`src/rtl/sensor_pkg.sv`:
```
// -----------------------------------------------------------------------------
// sensor_pkg
// Shared definitions for the sensor front end:
//   - level_state_t      : tank-level consistency FSM states
//   - DEFAULT_* constants : nominal debounce / fault windows at 50 MHz
//   - cnt_width()        : counter width for an N-cycle window (at least 1 bit)
// -----------------------------------------------------------------------------
package sensor_pkg;

  // 1 ms of stable input at 50 MHz before a debounced output may change.
  localparam int DEFAULT_DEBOUNCE_CYCLES = 50000;
  // 5 ms of persistent (in)consistency before entering / leaving FAULT.
  localparam int DEFAULT_FAULT_CYCLES    = 250000;

  typedef enum logic [1:0] {
    ST_OK      = 2'd0,
    ST_SUSPECT = 2'd1,
    ST_FAULT   = 2'd2
  } level_state_t;

  // A counter that only has to reach n-1 needs clog2(n) bits; keep at least
  // one bit so a window of 1 still yields a legal vector.
  function automatic int cnt_width(input int n);
    return (n > 1) ? $clog2(n) : 1;
  endfunction

endpackage

```
`src/rtl/sensor_frontend_debounce_cell.sv`:
```
// -----------------------------------------------------------------------------
// debounce_cell
// One raw switch input: 2-flop synchronizer followed by a stability counter.
// The debounced output only changes after the synchronized input has differed
// from it on DEBOUNCE_CYCLES consecutive clock edges.
//
// Ports:
//   clock   : system clock
//   reset_n : asynchronous active-low reset (clears everything to 0)
//   raw     : asynchronous, possibly bouncing switch input
//   deb     : registered debounced value
// -----------------------------------------------------------------------------
module debounce_cell
  import sensor_pkg::*;
#(
  parameter int DEBOUNCE_CYCLES = DEFAULT_DEBOUNCE_CYCLES
) (
  input  logic clock,
  input  logic reset_n,
  input  logic raw,
  output logic deb
);

  localparam int CW = cnt_width(DEBOUNCE_CYCLES);
  localparam logic [CW-1:0] CNT_LAST = CW'(DEBOUNCE_CYCLES - 1);

  logic          sync1_reg;
  logic          sync2_reg;
  logic [CW-1:0] cnt_reg;

  always_ff @(posedge clock or negedge reset_n) begin
    if (!reset_n) begin
      sync1_reg <= 1'b0;
      sync2_reg <= 1'b0;
      cnt_reg   <= '0;
      deb       <= 1'b0;
    end else begin
      sync1_reg <= raw;
      sync2_reg <= sync1_reg;
      // Any agreement restarts the window, so the counter never passes
      // CNT_LAST and cannot wrap.
      if (sync2_reg == deb) begin
        cnt_reg <= '0;
      end else if (cnt_reg == CNT_LAST) begin
        deb     <= sync2_reg;
        cnt_reg <= '0;
      end else begin
        cnt_reg <= cnt_reg + CW'(1);
      end
    end
  end

endmodule

```
`src/rtl/sensor_frontend.sv`:
```
// -----------------------------------------------------------------------------
// sensor_frontend
// Debounces six greenhouse switches and filters the three tank-level floats
// through a consistency FSM (OK / SUSPECT / FAULT). A physically impossible
// level combination (high without mid, or mid without low) freezes the level
// outputs; if it persists the block flags a sensor fault, and it only returns
// to OK after a sustained clean period.
//
// Ports:
//   clock, reset_n          : system clock, asynchronous active-low reset
//   raw_h, raw_m, raw_l     : raw tank float switches (high / mid / low)
//   raw_t, raw_us, raw_ua   : raw temperature / soil / air humidity switches
//   H, M, L                 : filtered tank levels (last consistent values)
//   T, Us, Ua               : debounced climate / soil flags
//   level_err               : 1 while the level FSM is in FAULT
//   levels_valid            : 1 while the level FSM is in OK
// -----------------------------------------------------------------------------
module sensor_frontend
  import sensor_pkg::*;
#(
  parameter int DEBOUNCE_CYCLES = DEFAULT_DEBOUNCE_CYCLES,
  parameter int FAULT_CYCLES    = DEFAULT_FAULT_CYCLES
) (
  input  logic clock,
  input  logic reset_n,
  input  logic raw_h,
  input  logic raw_m,
  input  logic raw_l,
  input  logic raw_t,
  input  logic raw_us,
  input  logic raw_ua,
  output logic H,
  output logic M,
  output logic L,
  output logic T,
  output logic Us,
  output logic Ua,
  output logic level_err,
  output logic levels_valid
);

  localparam int FCW = cnt_width(FAULT_CYCLES);
  localparam logic [FCW-1:0] FCNT_LAST = FCW'(FAULT_CYCLES - 1);

  // Channel order: 0=h 1=m 2=l 3=t 4=us 5=ua
  logic [5:0] raw_vec;
  logic [5:0] deb_vec;

  assign raw_vec = {raw_ua, raw_us, raw_t, raw_l, raw_m, raw_h};

  generate
    for (genvar gi = 0; gi < 6; gi++) begin : g_cell
      debounce_cell #(
        .DEBOUNCE_CYCLES(DEBOUNCE_CYCLES)
      ) u_cell (
        .clock  (clock),
        .reset_n(reset_n),
        .raw    (raw_vec[gi]),
        .deb    (deb_vec[gi])
      );
    end
  endgenerate

  // Climate flags need no filtering beyond the debounce register itself.
  assign T  = deb_vec[3];
  assign Us = deb_vec[4];
  assign Ua = deb_vec[5];

  // ---------------------------------------------------------------------------
  // Level consistency FSM. All three debounced levels are registers updated on
  // the same edge, so the check below always sees a coherent snapshot.
  // ---------------------------------------------------------------------------
  logic [2:0]     deb_lvl;       // {h, m, l}
  logic           inconsistent;
  level_state_t   state_reg, state_next;
  logic [FCW-1:0] cnt_reg, cnt_next;
  logic [2:0]     hml_reg, hml_next;

  assign deb_lvl      = {deb_vec[0], deb_vec[1], deb_vec[2]};
  assign inconsistent = (deb_vec[0] & ~deb_vec[1]) | (deb_vec[1] & ~deb_vec[2]);

  always_comb begin
    state_next = state_reg;
    cnt_next   = cnt_reg;
    hml_next   = hml_reg;
    case (state_reg)
      ST_OK: begin
        if (inconsistent) begin
          state_next = ST_SUSPECT;
          cnt_next   = '0;
        end else begin
          hml_next = deb_lvl;
        end
      end
      ST_SUSPECT: begin
        if (!inconsistent) begin
          state_next = ST_OK;
          cnt_next   = '0;
        end else if (cnt_reg == FCNT_LAST) begin
          state_next = ST_FAULT;
          cnt_next   = '0;
        end else begin
          cnt_next = cnt_reg + FCW'(1);
        end
      end
      ST_FAULT: begin
        // Recovery needs an unbroken run of consistent cycles.
        if (inconsistent) begin
          cnt_next = '0;
        end else if (cnt_reg == FCNT_LAST) begin
          state_next = ST_OK;
          cnt_next   = '0;
        end else begin
          cnt_next = cnt_reg + FCW'(1);
        end
      end
      default: begin
        state_next = ST_OK;
        cnt_next   = '0;
      end
    endcase
  end

  // Status flags are registered decodes of the next state so they line up
  // with state_reg, yet read 0 during reset even though the FSM rests in OK.
  always_ff @(posedge clock or negedge reset_n) begin
    if (!reset_n) begin
      state_reg    <= ST_OK;
      cnt_reg      <= '0;
      hml_reg      <= 3'b000;
      levels_valid <= 1'b0;
      level_err    <= 1'b0;
    end else begin
      state_reg    <= state_next;
      cnt_reg      <= cnt_next;
      hml_reg      <= hml_next;
      levels_valid <= (state_next == ST_OK);
      level_err    <= (state_next == ST_FAULT);
    end
  end

  assign H = hml_reg[2];
  assign M = hml_reg[1];
  assign L = hml_reg[0];

endmodule

```
`config.mk`:
```
export PLATFORM = sky130hd
export DESIGN_NAME = sensor_frontend
export DESIGN_NICKNAME = d
export VERILOG_FILES = /design/src/rtl/sensor_pkg.sv /design/src/rtl/sensor_frontend_debounce_cell.sv /design/src/rtl/sensor_frontend.sv
export SDC_FILE = /design/constraint.sdc
export NUM_CORES = 1
export LEC_CHECK = 0
export ABC_AREA = 1
export BUFFER_PORTS_ARGS = -buffer_cell sky130_fd_sc_hd__buf_2
export CORE_MARGIN = 2
export CORE_UTILIZATION = 40
export DETAILED_ROUTE_END_ITERATION = 8
export PLACE_DENSITY = 0.65
export SYNTH_ARGS = -nofsm -noshare
export SYNTH_HDL_FRONTEND = slang
export SYNTH_HIERARCHICAL = 1
export SYNTH_SLANG_ARGS = --single-unit
```
`constraint.sdc`:
```
create_clock -name clock -period 1.6 [get_ports clock]
set_clock_uncertainty 0.1 [all_clocks]
set_input_delay 0.16 -clock clock [delete_from_list [all_inputs] [get_ports clock]]
set_output_delay 0.16 -clock clock [all_outputs]
set_load 0.1 [all_outputs]
```
==> reports/results.ini <==
[outcome]
status = completed

[min_path]
hp-class = input port to async pin

[yosys]
synth_top_family_by_area = simple AND/OR/NAND/NOR gates
synth_area_um2 = 7640
synth_edf_count = 0
syn_nets = 952
netlist_instances = 933
synth_mux_area_share_pct = 0
syn_area_per_cell_um2 = 8.19
synth_ff_type = dfrtp_1
async_flop_share_pct = 100
yosysUniqueCellTypes = 31
synth_seq_cells = 139
ys_seq_area_share_pct = 45.5
synth_simple_gate_area_share_pct = 34.6
synth_compound_gate_area_share_pct = 4.29
synth-xor-area-share_pct = 7.71
synth-adder-area-share_pct = 1.80
yosysWarningCount = 6

[floorplanning]
fp.dieH_um = 142
rows = 50
die_x_um = 142
die_area_um2 = 20200
core_area_um2 = 18700
io-pin-count = 16
initial_utilization_pct = 40.8

[worst_setup_path]
crit_path_end_kind = flip-flop
r2r_cells = 8
start_kind = flip-flop
timing.rr.end = cnt_reg[9]
ff2ff_setup_slack_ps = 30
crit_fanout = 6
crit_required_ps = 1830
reg2reg_from = state_reg[0]
cp.arrival_ps = 1800
crit_type = flip-flop to flip-flop

[run]
cap_violations = 0

[clocking]
tritoncts = done
clockRootBuffer = clkbuf_16
insertion_delay_ps = 420
cts.path.max_buffers = 2
cts.clk_slew.worst_paths_ps = 60
clock_sinks = 139
cts_max_level = 4
cts_buffers = 17

[placed_design]
post-place-cells = 1201
portBuffers = 15
gp_congestion = 0.922
hpwl_um = 10900

[grt]
antenna_found_initial = 0
grt_pass1_wl_um = 26600
grt_max_degree = 39
grt.overflow.total = 0
grt_pass1_vias = 5858
grt_usage_pct = 16.1

[route]
drc = 0
routedWlPerCell_um = 12.3
vias = 6078
drtIter0Drc = 304
wirelength_um = 15500
drt_pass1_iterations = 4
via_per_inst = 4.85
drtAntennaViolNets = 0

[cells_and_area]
fin_nets = 1026
mostFrequentLayoutCell = nor2_1
multi_input_area_um2 = 3850
num_antenna_cells = 0
seqCellArea_um2 = 3480
final_cells = 1254
fillCellCount = 1751
drive_gt1_share_pct = 21.6
largest_register_ffs = 96
syn_to_final_growth_pct = 19.4
final_cell_mix = 199 x nor2_1, 147 x nand2_1, 136 x dfrtp_1, 107 x inv_1, 76 x nand3_1

[sta]
worst_pin_slew_ps = 498
fmax_ghz = 0.636
setup_viol_count_final = 0
hold_viol = 0
rsz0062_at_grt = yes
slew_viol_final = 0
timing.hold.ws_ps = 133
min_period_ps = 1570
relSlewSlack_pct = 67.0
final.period_utilization_pct = 98.2

[power]
ir_worst_vdd_uv = 679
p_leak_nw = 4.44
power_density_nw_per_um2 = 856

==> cells in the mapped netlist, types with 2 or more instances <==
| cell | count | area, µm² |
|---|---|---|
| xor2_2 | 5 | 81.3 |
| xor2_1 | 46 | 403 |
| inv_2 | 12 | 45.0 |
| nand3_4 | 6 | 105 |
| nor3_1 | 3 | 15.0 |
| o21bai_2 | 5 | 56.3 |
| a21oi_1 | 21 | 105 |
| ha_1 | 11 | 138 |
| o21ai_0 | 6 | 30.0 |
| nor2_4 | 6 | 67.6 |
| inv_1 | 111 | 417 |
| a21boi_1 | 2 | 15.0 |
| a31oi_1 | 12 | 75.1 |
| nand3_1 | 78 | 390 |
| a22oi_1 | 2 | 15.0 |
| dfrtp_1 | 139 | 3480 |
| nand2_1 | 152 | 571 |
| nor3_4 | 11 | 179 |
| nand2_2 | 43 | 269 |
| nand4_1 | 15 | 93.8 |
| nor3_2 | 2 | 20.0 |
| nand2_4 | 3 | 33.8 |
| nor2_2 | 17 | 106 |
| xnor2_1 | 12 | 105 |
| nor2_1 | 206 | 773 |
| o21bai_1 | 2 | 15.0 |
==> how the worst max path moves through the flow <==
stage                         startpoint                      endpoint  slack (ps)  cells past startpoint
floorplan           g_cell[3].u_cell/deb  g_cell[3].u_cell/cnt_reg[10]         110                      3
global placement            state_reg[0]                   cnt_reg[13]          30                      8
detailed placement          state_reg[0]                   cnt_reg[17]         -20                      9
CTS                         state_reg[0]                   cnt_reg[16]          -1                     10
global route        g_cell[1].u_cell/deb                   cnt_reg[17]        -110                     10
finish                      state_reg[0]                    cnt_reg[9]          30                      8
==> through the flow <==
stage                     total power [mW]  setup WS (ps)  util [%]  TNS (ps)  area [µm²]
final                                 7.80           28.4      48.8         0        9120
after global routing                  8.11           -111      48.8      -460        9120
after CTS                             7.91          -1.49      47.4     -1.49        8870
after detailed placement              3.94          -24.5      43.8     -55.3        8200
after global placement                3.93           31.1      43.8         0        8200
after floorplan                       3.79            105         -         0        7640
==> critical path, cell delays in order (launching register included) <==
cell and delay, ps:
dfrtp_1 380, buf_4 130, ha_1 150, nand3_2 90
a21boi_2 200, nand2_4 110, nand2_8 120, nand2_2 60
a22oi_1 150
==> cells by family (layout without fill, tap and decap cells) <==
| kind of cell | count (synthesis) | after routing |
|---|---|---|
| flops | 139 | 139 |
| xor+xnor | 63 | 63 |
| buf+inv | 124 | 211 |
| compound gates | 52 | 52 |
| simple gates | 544 | 544 |
| fa+ha+maj | 11 | 11 |
==> where the power goes <==
part	internal [mW]	switching, mW
logic	0.0995	0.167
clock network	2.46	1.46
registers	3.57	0.0490
==> per-layer routing <==
layer	wire length, µm	up-vias	global-route usage, %
met3	445	22	3.70
li1	-	3074	-
met1	7590	2891	21.6
met5	0	-	0
met2	7210	91	25.5
met4	215	0	5.68
==> final cells by class <==
type,count,area share [%]
Clock buffer,26,5.47
Clock inverter,6,0.933
Inverter,123,5.14
Multi-Input combinational cell,670,42.2
Sequential cell,139,38.2
Tap cell,234,3.21
Timing Repair Buffer,56,4.87
==> timing repair <==
item / CTS / global route
setup endpoints to repair: 9 / 45
gates resized for setup: 4 / 40
hold endpoints to repair: 145 / 0
buffers inserted: 1 / 13
hold buffers: 7 / 0
pin swaps: 5 / 15
No activity file was read; power rests on OpenSTA's default activity.
